===== src/rtl/fft_twiddle_sequencer_if.sv =====
// Butterfly-issue bundle between FFT control, the sequencer and the datapath.
// master: sequencer side (drives busy/done and butterfly fields); slave: environment side.
interface fft_twiddle_sequencer_if #(
  parameter int LOG2N = 4
);
  logic             start;
  logic             busy;
  logic             done;
  logic             bfly_valid;
  logic             bfly_ready;
  logic [LOG2N-1:0] addr_a;
  logic [LOG2N-1:0] addr_b;
  logic [LOG2N-2:0] tw_idx;
  logic [3:0]       stage;

  modport master (
    input  start,
    input  bfly_ready,
    output busy,
    output done,
    output bfly_valid,
    output addr_a,
    output addr_b,
    output tw_idx,
    output stage
  );

  modport slave (
    output start,
    output bfly_ready,
    input  busy,
    input  done,
    input  bfly_valid,
    input  addr_a,
    input  addr_b,
    input  tw_idx,
    input  stage
  );
endinterface


===== src/rtl/fft_twiddle_sequencer.sv =====
// Issues the butterflies of one in-place radix-2 DIT FFT, stage by stage.
// Ports: clk, rst_n (async, active low), bus (master: start/busy/done, bfly handshake, addr/tw/stage).
module fft_twiddle_sequencer #(
  parameter int LOG2N    = 4,
  parameter int PIPE_LAT = 3
) (
  input  logic                  clk,
  input  logic                  rst_n,
  fft_twiddle_sequencer_if.master bus
);

  localparam int BW    = LOG2N - 1;
  localparam int CW    = (PIPE_LAT < 1) ? 1 : $clog2(PIPE_LAT + 1);
  localparam int LASTC = (PIPE_LAT < 1) ? 0 : PIPE_LAT - 1;

  localparam logic [BW-1:0] B_LAST = '1;
  localparam logic [3:0]    S_LAST = 4'(LOG2N - 1);
  localparam logic [CW-1:0] C_LAST = CW'(LASTC);

  typedef enum logic [1:0] {
    IDLE  = 2'd0,
    ISSUE = 2'd1,
    DRAIN = 2'd2,
    DONE  = 2'd3
  } state_t;

  state_t r_state;
  state_t w_state_nxt;

  logic [3:0]    r_s;
  logic [3:0]    w_s_nxt;
  logic [BW-1:0] r_b;
  logic [BW-1:0] w_b_nxt;
  logic [CW-1:0] r_cnt;
  logic [CW-1:0] w_cnt_nxt;

  logic             r_busy;
  logic             r_done;
  logic             r_valid;
  logic [LOG2N-1:0] r_addr_a;
  logic [LOG2N-1:0] r_addr_b;
  logic [BW-1:0]    r_tw;

  logic             w_busy_nxt;
  logic             w_done_nxt;
  logic             w_valid_nxt;
  logic [LOG2N-1:0] w_addr_a_nxt;
  logic [LOG2N-1:0] w_addr_b_nxt;
  logic [BW-1:0]    w_tw_nxt;

  logic w_xfer;
  assign w_xfer = r_valid & bus.bfly_ready;

  // Butterfly fields for the (s,b) pair that will be presented next cycle.
  logic [LOG2N-1:0] w_bx;
  logic [LOG2N-1:0] w_h;
  logic [LOG2N-1:0] w_p;
  logic [LOG2N-1:0] w_g;
  logic [LOG2N-1:0] w_fa;
  logic [LOG2N-1:0] w_fb;
  logic [LOG2N-1:0] w_ftw;
  logic [3:0]       w_twsh;

  assign w_bx   = LOG2N'(w_b_nxt);
  assign w_h    = LOG2N'(1) << w_s_nxt;
  assign w_p    = w_bx & (w_h - LOG2N'(1));
  assign w_g    = w_bx >> w_s_nxt;
  assign w_fa   = (w_g << (w_s_nxt + 4'd1)) | w_p;
  assign w_fb   = w_fa + w_h;
  assign w_twsh = S_LAST - w_s_nxt;
  // p < h, so p << (LOG2N-1-s) always fits in the LOG2N-1 bit index.
  assign w_ftw  = w_p << w_twsh;

  always_ff @(posedge clk or negedge rst_n) begin
    if (!rst_n) begin
      r_state  <= IDLE;
      r_s      <= '0;
      r_b      <= '0;
      r_cnt    <= '0;
      r_busy   <= 1'b0;
      r_done   <= 1'b0;
      r_valid  <= 1'b0;
      r_addr_a <= '0;
      r_addr_b <= '0;
      r_tw     <= '0;
    end else begin
      r_state  <= w_state_nxt;
      r_s      <= w_s_nxt;
      r_b      <= w_b_nxt;
      r_cnt    <= w_cnt_nxt;
      r_busy   <= w_busy_nxt;
      r_done   <= w_done_nxt;
      r_valid  <= w_valid_nxt;
      r_addr_a <= w_addr_a_nxt;
      r_addr_b <= w_addr_b_nxt;
      r_tw     <= w_tw_nxt;
    end
  end

  always_comb begin
    w_state_nxt = r_state;
    w_s_nxt     = r_s;
    w_b_nxt     = r_b;
    w_cnt_nxt   = r_cnt;
    unique case (r_state)
      IDLE: begin
        if (bus.start) begin
          w_state_nxt = ISSUE;
          w_s_nxt     = '0;
          w_b_nxt     = '0;
        end
      end
      ISSUE: begin
        if (w_xfer) begin
          if (r_b == B_LAST) begin
            w_state_nxt = DRAIN;
            w_cnt_nxt   = '0;
          end else begin
            w_b_nxt = r_b + BW'(1);
          end
        end
      end
      DRAIN: begin
        // With PIPE_LAT=0 the single DRAIN cycle is only the decision point.
        if (r_cnt == C_LAST) begin
          if (r_s == S_LAST) begin
            w_state_nxt = DONE;
          end else begin
            w_state_nxt = ISSUE;
            w_s_nxt     = r_s + 4'd1;
            w_b_nxt     = '0;
          end
        end else begin
          w_cnt_nxt = r_cnt + CW'(1);
        end
      end
      DONE: begin
        w_state_nxt = IDLE;
      end
      default: begin
        w_state_nxt = IDLE;
      end
    endcase
  end

  always_comb begin
    w_busy_nxt   = (w_state_nxt == ISSUE) || (w_state_nxt == DRAIN);
    w_done_nxt   = (w_state_nxt == DONE);
    w_valid_nxt  = (w_state_nxt == ISSUE);
    w_addr_a_nxt = r_addr_a;
    w_addr_b_nxt = r_addr_b;
    w_tw_nxt     = r_tw;
    if (w_state_nxt == ISSUE) begin
      w_addr_a_nxt = w_fa;
      w_addr_b_nxt = w_fb;
      w_tw_nxt     = w_ftw[BW-1:0];
    end
  end

  assign bus.busy       = r_busy;
  assign bus.done       = r_done;
  assign bus.bfly_valid = r_valid;
  assign bus.addr_a     = r_addr_a;
  assign bus.addr_b     = r_addr_b;
  assign bus.tw_idx     = r_tw;
  assign bus.stage      = r_s;

endmodule


===== src/flat_wrapper.sv =====
// flat-port wrapper written by rule: the top's interface ports become plain ports
module fft_twiddle_sequencer_flat 
#(
  parameter int LOG2N    = 4,
  parameter int PIPE_LAT = 3
)
  (clk, rst_n, bus_start, bus_bfly_ready, bus_busy, bus_done, bus_bfly_valid, bus_addr_a, bus_addr_b, bus_tw_idx, bus_stage);
  fft_twiddle_sequencer_if #(.LOG2N(LOG2N)) bus_i ();
  input  logic clk;
  input  logic rst_n;
  input wire logic [$bits(bus_i.start)-1:0] bus_start;
  input wire logic [$bits(bus_i.bfly_ready)-1:0] bus_bfly_ready;
  output wire logic [$bits(bus_i.busy)-1:0] bus_busy;
  output wire logic [$bits(bus_i.done)-1:0] bus_done;
  output wire logic [$bits(bus_i.bfly_valid)-1:0] bus_bfly_valid;
  output wire logic [$bits(bus_i.addr_a)-1:0] bus_addr_a;
  output wire logic [$bits(bus_i.addr_b)-1:0] bus_addr_b;
  output wire logic [$bits(bus_i.tw_idx)-1:0] bus_tw_idx;
  output wire logic [$bits(bus_i.stage)-1:0] bus_stage;
  assign bus_i.start = bus_start;
  assign bus_i.bfly_ready = bus_bfly_ready;
  assign bus_busy = bus_i.busy;
  assign bus_done = bus_i.done;
  assign bus_bfly_valid = bus_i.bfly_valid;
  assign bus_addr_a = bus_i.addr_a;
  assign bus_addr_b = bus_i.addr_b;
  assign bus_tw_idx = bus_i.tw_idx;
  assign bus_stage = bus_i.stage;
  fft_twiddle_sequencer #(.LOG2N(LOG2N), .PIPE_LAT(PIPE_LAT)) u_core (.clk(clk), .rst_n(rst_n), .bus(bus_i));
endmodule

===== config.mk =====
export PLATFORM = sky130hd
export DESIGN_NAME = fft_twiddle_sequencer_flat
export DESIGN_NICKNAME = d
export VERILOG_FILES = /design/src/rtl/fft_twiddle_sequencer_if.sv /design/src/rtl/fft_twiddle_sequencer.sv /design/src/flat_wrapper.sv
export SDC_FILE = /design/constraint.sdc
export NUM_CORES = 1
export LEC_CHECK = 0
export BUFFER_PORTS_ARGS = -buffer_cell sky130_fd_sc_hd__buf_4
export CORE_ASPECT_RATIO = 0.75
export CORE_MARGIN = 2
export CORE_UTILIZATION = 43
export CTS_CLUSTER_DIAMETER = 40
export DETAILED_ROUTE_END_ITERATION = 10
export PLACE_DENSITY = 0.62
export SLEW_MARGIN = 20
export SYNTH_ARGS = -nofsm -noshare
export SYNTH_HDL_FRONTEND = slang
export SYNTH_SLANG_ARGS = --single-unit
export TNS_END_PERCENT = 1

===== constraint.sdc =====
create_clock -name clk -period 4.6 [get_ports clk]
set_clock_uncertainty 0.2 [all_clocks]
set_input_delay 0.23 -clock clk [delete_from_list [all_inputs] [get_ports clk]]
set_output_delay 0.23 -clock clk [all_outputs]
set_load 0.03 [all_outputs]

==> results.sh <==
export IMPL_die_w_um=74.7
export IMPL_coreArea_um2=3640
export IMPL_ctsLongestPathBuffers=2
export IMPL_placed_cells=235
export IMPL_worst_slack_ns=0.218
export IMPL_netlist_area_leader_share_pct=38.8
export IMPL_drtIter0Drc=60
export IMPL_grt_pass1_wl_mm=5.60
export IMPL_rows=19
export IMPL_ys_ff_latch=25
export IMPL_fillers=340
export IMPL_yosys_warnings=0
export IMPL_power_density_nw_per_um2=820
export IMPL_cts_buffers=3
export IMPL_antenna_cells=0
export IMPL_leakagePower_nw=0.923
export IMPL_cts_tree="yes"
export IMPL_ys_flop_type="dfrtp_1"
export IMPL_synth_edf_count=0
export IMPL_layout_drive_gt1_share_pct=25.0
export IMPL_gp_congestion=0.816
export IMPL_rsz0062_at_grt="no"
export IMPL_gr_total_overflow=0
export IMPL_clk_pin_slew_ns=0.09
export IMPL_cts_setup_buffers=0
export IMPL_htreeDepth=1
export IMPL_post_drt_wl_per_cell_um=14.6
export IMPL_crit_type="reg2reg"
export IMPL_die_area_um2=4260
export IMPL_dr_pass1_iters=4
export IMPL_synth_cell_types=53
export IMPL_tns_ns=0
export IMPL_hold_path_class="in2async"
export IMPL_vdd_drop_max_v=0.000437
export IMPL_portBuffers=21
export IMPL_area_growth_pct=17.9
export IMPL_multi_input_area_um2=910
export IMPL_root_buffer="clkbuf_8"
export IMPL_cap_violations=0
export IMPL_antenna_found_initial=0
export IMPL_finalCritPeriodShare_pct=95.3
export IMPL_seq_area_frac_synth_pct=38.8
export IMPL_wl_mm=3.49
export IMPL_yosysMostFrequentCell="dfrtp_1"
export IMPL_critPathArrivalTime_ns=4.35
export IMPL_via_per_inst=5.38
export IMPL_start_kind="flop"
export IMPL_grt_pass1_vias=1131
export IMPL_syn_avg_cell_area_um2=9.66
export IMPL_grt_max_degree=26
export IMPL_instances_no_fill=240
export IMPL_finalHoldViolations=0
export IMPL_drtAntennaViolNets=0
export IMPL_slew_violations=0
export IMPL_regArea_um2=628
export IMPL_clock_sinks=25
export IMPL_fmax_mhz=228
export IMPL_worstPathRequired_ns=4.57
export IMPL_num_vias=1291
export IMPL_synthCells=167
export IMPL_setup_viol=0
export IMPL_relSlewSlack_pct=58.8
export IMPL_postSynthNetCount=182
export IMPL_grt_use_total_pct=17.1
export IMPL_worstMarginPinSlew_ns=0.618
export IMPL_syn_cell_area_um2=1610
export IMPL_crit_path_end_kind="flop"
export IMPL_post_place_ws_ns=0.136
export IMPL_status="finished clean"
export IMPL_num_nets_final=204
export IMPL_hpwlAfterDp_mm=2.62
export IMPL_power_mw=1.56
export IMPL_ios=22
export IMPL_remaining_drc_errors=0
export IMPL_synth_top_cell_by_area="dfrtp_1"
export IMPL_ys_top_cells_by_area="dfrtp_1, ha_1, mux2i_1, inv_1, mux2_2"
export IMPL_start_util_pct=44.4
export IMPL_layout_min_cycle_time_ns=4.38
export IMPL_async_flop_share_pct=100
export IMPL_path_max_fanout=7
export IMPL_synth_common_cells="dfrtp_1, inv_1, nand2_1"
export IMPL_clkLatencyLatePin_ns=0.28
export IMPL_die_h_um=57.1
stage by stage:
step	area [um2]	utilization (%)	hold WS [ns]
finish	1900	52.3	0.194
global route	1900	52.3	0.200
CTS	1880	51.8	0.189
detailed placement	1820	50.2	-0.0431
global placement	1820	50.2	-0.0479
floorplan	1620	-	-0.266
cell type report:
type / instances / share of cell area [%]
Clock inverter: 1 / 0.394
Timing Repair Buffer: 24 / 9.60
Multi-Input combinational cell: 118 / 47.8
Clock buffer: 3 / 2.17
Inverter: 17 / 3.62
Sequential cell: 25 / 33.0
Tap cell: 52 / 3.42
cell usage in the layout (no fill, tap or decap), types with 2 or more instances in the layout:
cell,synthesis,layout
nand4_1,7,7
nor2_1,9,9
xor2_1,2,2
mux2_2,5,5
buf_4,0,23
nand3_1,7,7
o21ai_0,5,5
nand2_1,12,12
a221o_2,2,2
dfrtp_2,0,2
inv_1,16,16
a21o_1,3,3
dfrtp_1,25,23
o31ai_1,2,2
clkbuf_8,0,3
mux2i_1,6,6
o21a_1,3,3
nor2b_1,4,4
a21oi_1,7,7
ha_1,10,9
cell families (layout without fill, tap and decap cells):
group,count (synthesis),in the layout,synth area share (%)
DFF,25,25,38.8
muxes,11,11,7.21
adders and majority gates,11,11,8.99
AOI/OAI and AO/OA,36,36,16.4
xor gates and xnor gates,4,4,3.02
and+or+nand+nor,56,56,19.5
buffers and inverters,24,45,6.12
critical path, stage by stage (launching register included):
cell and delay (ns):
dfrtp_2 0.43, ha_1 0.20, or3b_4 0.44, and2_4 0.18, o21a_4 0.24, clkinv_4 0.06
ha_1 0.28, nor2b_1 0.16, or3b_2 0.45, nand4_1 0.17, a41oi_2 0.20, inv_1 0.10
ha_1 0.22, a21o_1 0.18, a21oi_1 0.19, xnor3_1 0.32, mux2_2 0.27
power by group:
| group | switching, mW | internal (mW) |
|---|---|---|
| combinational | 0.566 | 0.475 |
| sequential | 0.0690 | 0.313 |
| clock | 0.0751 | 0.0616 |
| total | 0.710 | 0.850 |
path summary, 6_finish.rpt:
kind                                 startpoint                    to  slack [ns]  cells after the start
max                         u_core.bus.stage[0]  u_core.bus.addr_b[3]        0.22                     16
min                                       rst_n       u_core.bus.busy        0.19                      2
max reg2reg                 u_core.bus.stage[0]  u_core.bus.addr_b[3]        0.22                     16
min reg2reg                u_core.bus.addr_b[2]  u_core.bus.addr_b[2]        0.31                      1
max in group asynchronous                 rst_n   u_core.bus.stage[1]        3.74                      2
min in group clk                      bus_start     u_core.r_state[0]        0.21                      3
layer usage:
layer	track usage (%)	wire length [um]
met5	0	0
met4	3.83	32
met2	23.6	1500
met1	26.9	1790
met3	4.42	166
state kept, by name (all words and copies together) (netlist names):
| signal | flops |
|---|---|
| u_core.bus.addr_a | 4 |
| u_core.r_state | 2 |
| u_core.bus.addr_b | 4 |
| u_core.r_cnt | 2 |
| u_core.bus.stage | 4 |
| u_core.bus.done | 1 |
| u_core.r_b | 3 |
| u_core.bus.bfly_valid | 1 |
| u_core.bus.busy | 1 |
| u_core.bus.tw_idx | 3 |
repair_timing:
item / CTS / global route
hold buffers: 1 / 0
endpoints found under the setup margin: 0 / 2
gates resized for setup: 0 / 4
endpoints found under the hold margin: 25 / 0
(Power assumes the default switching activity.)
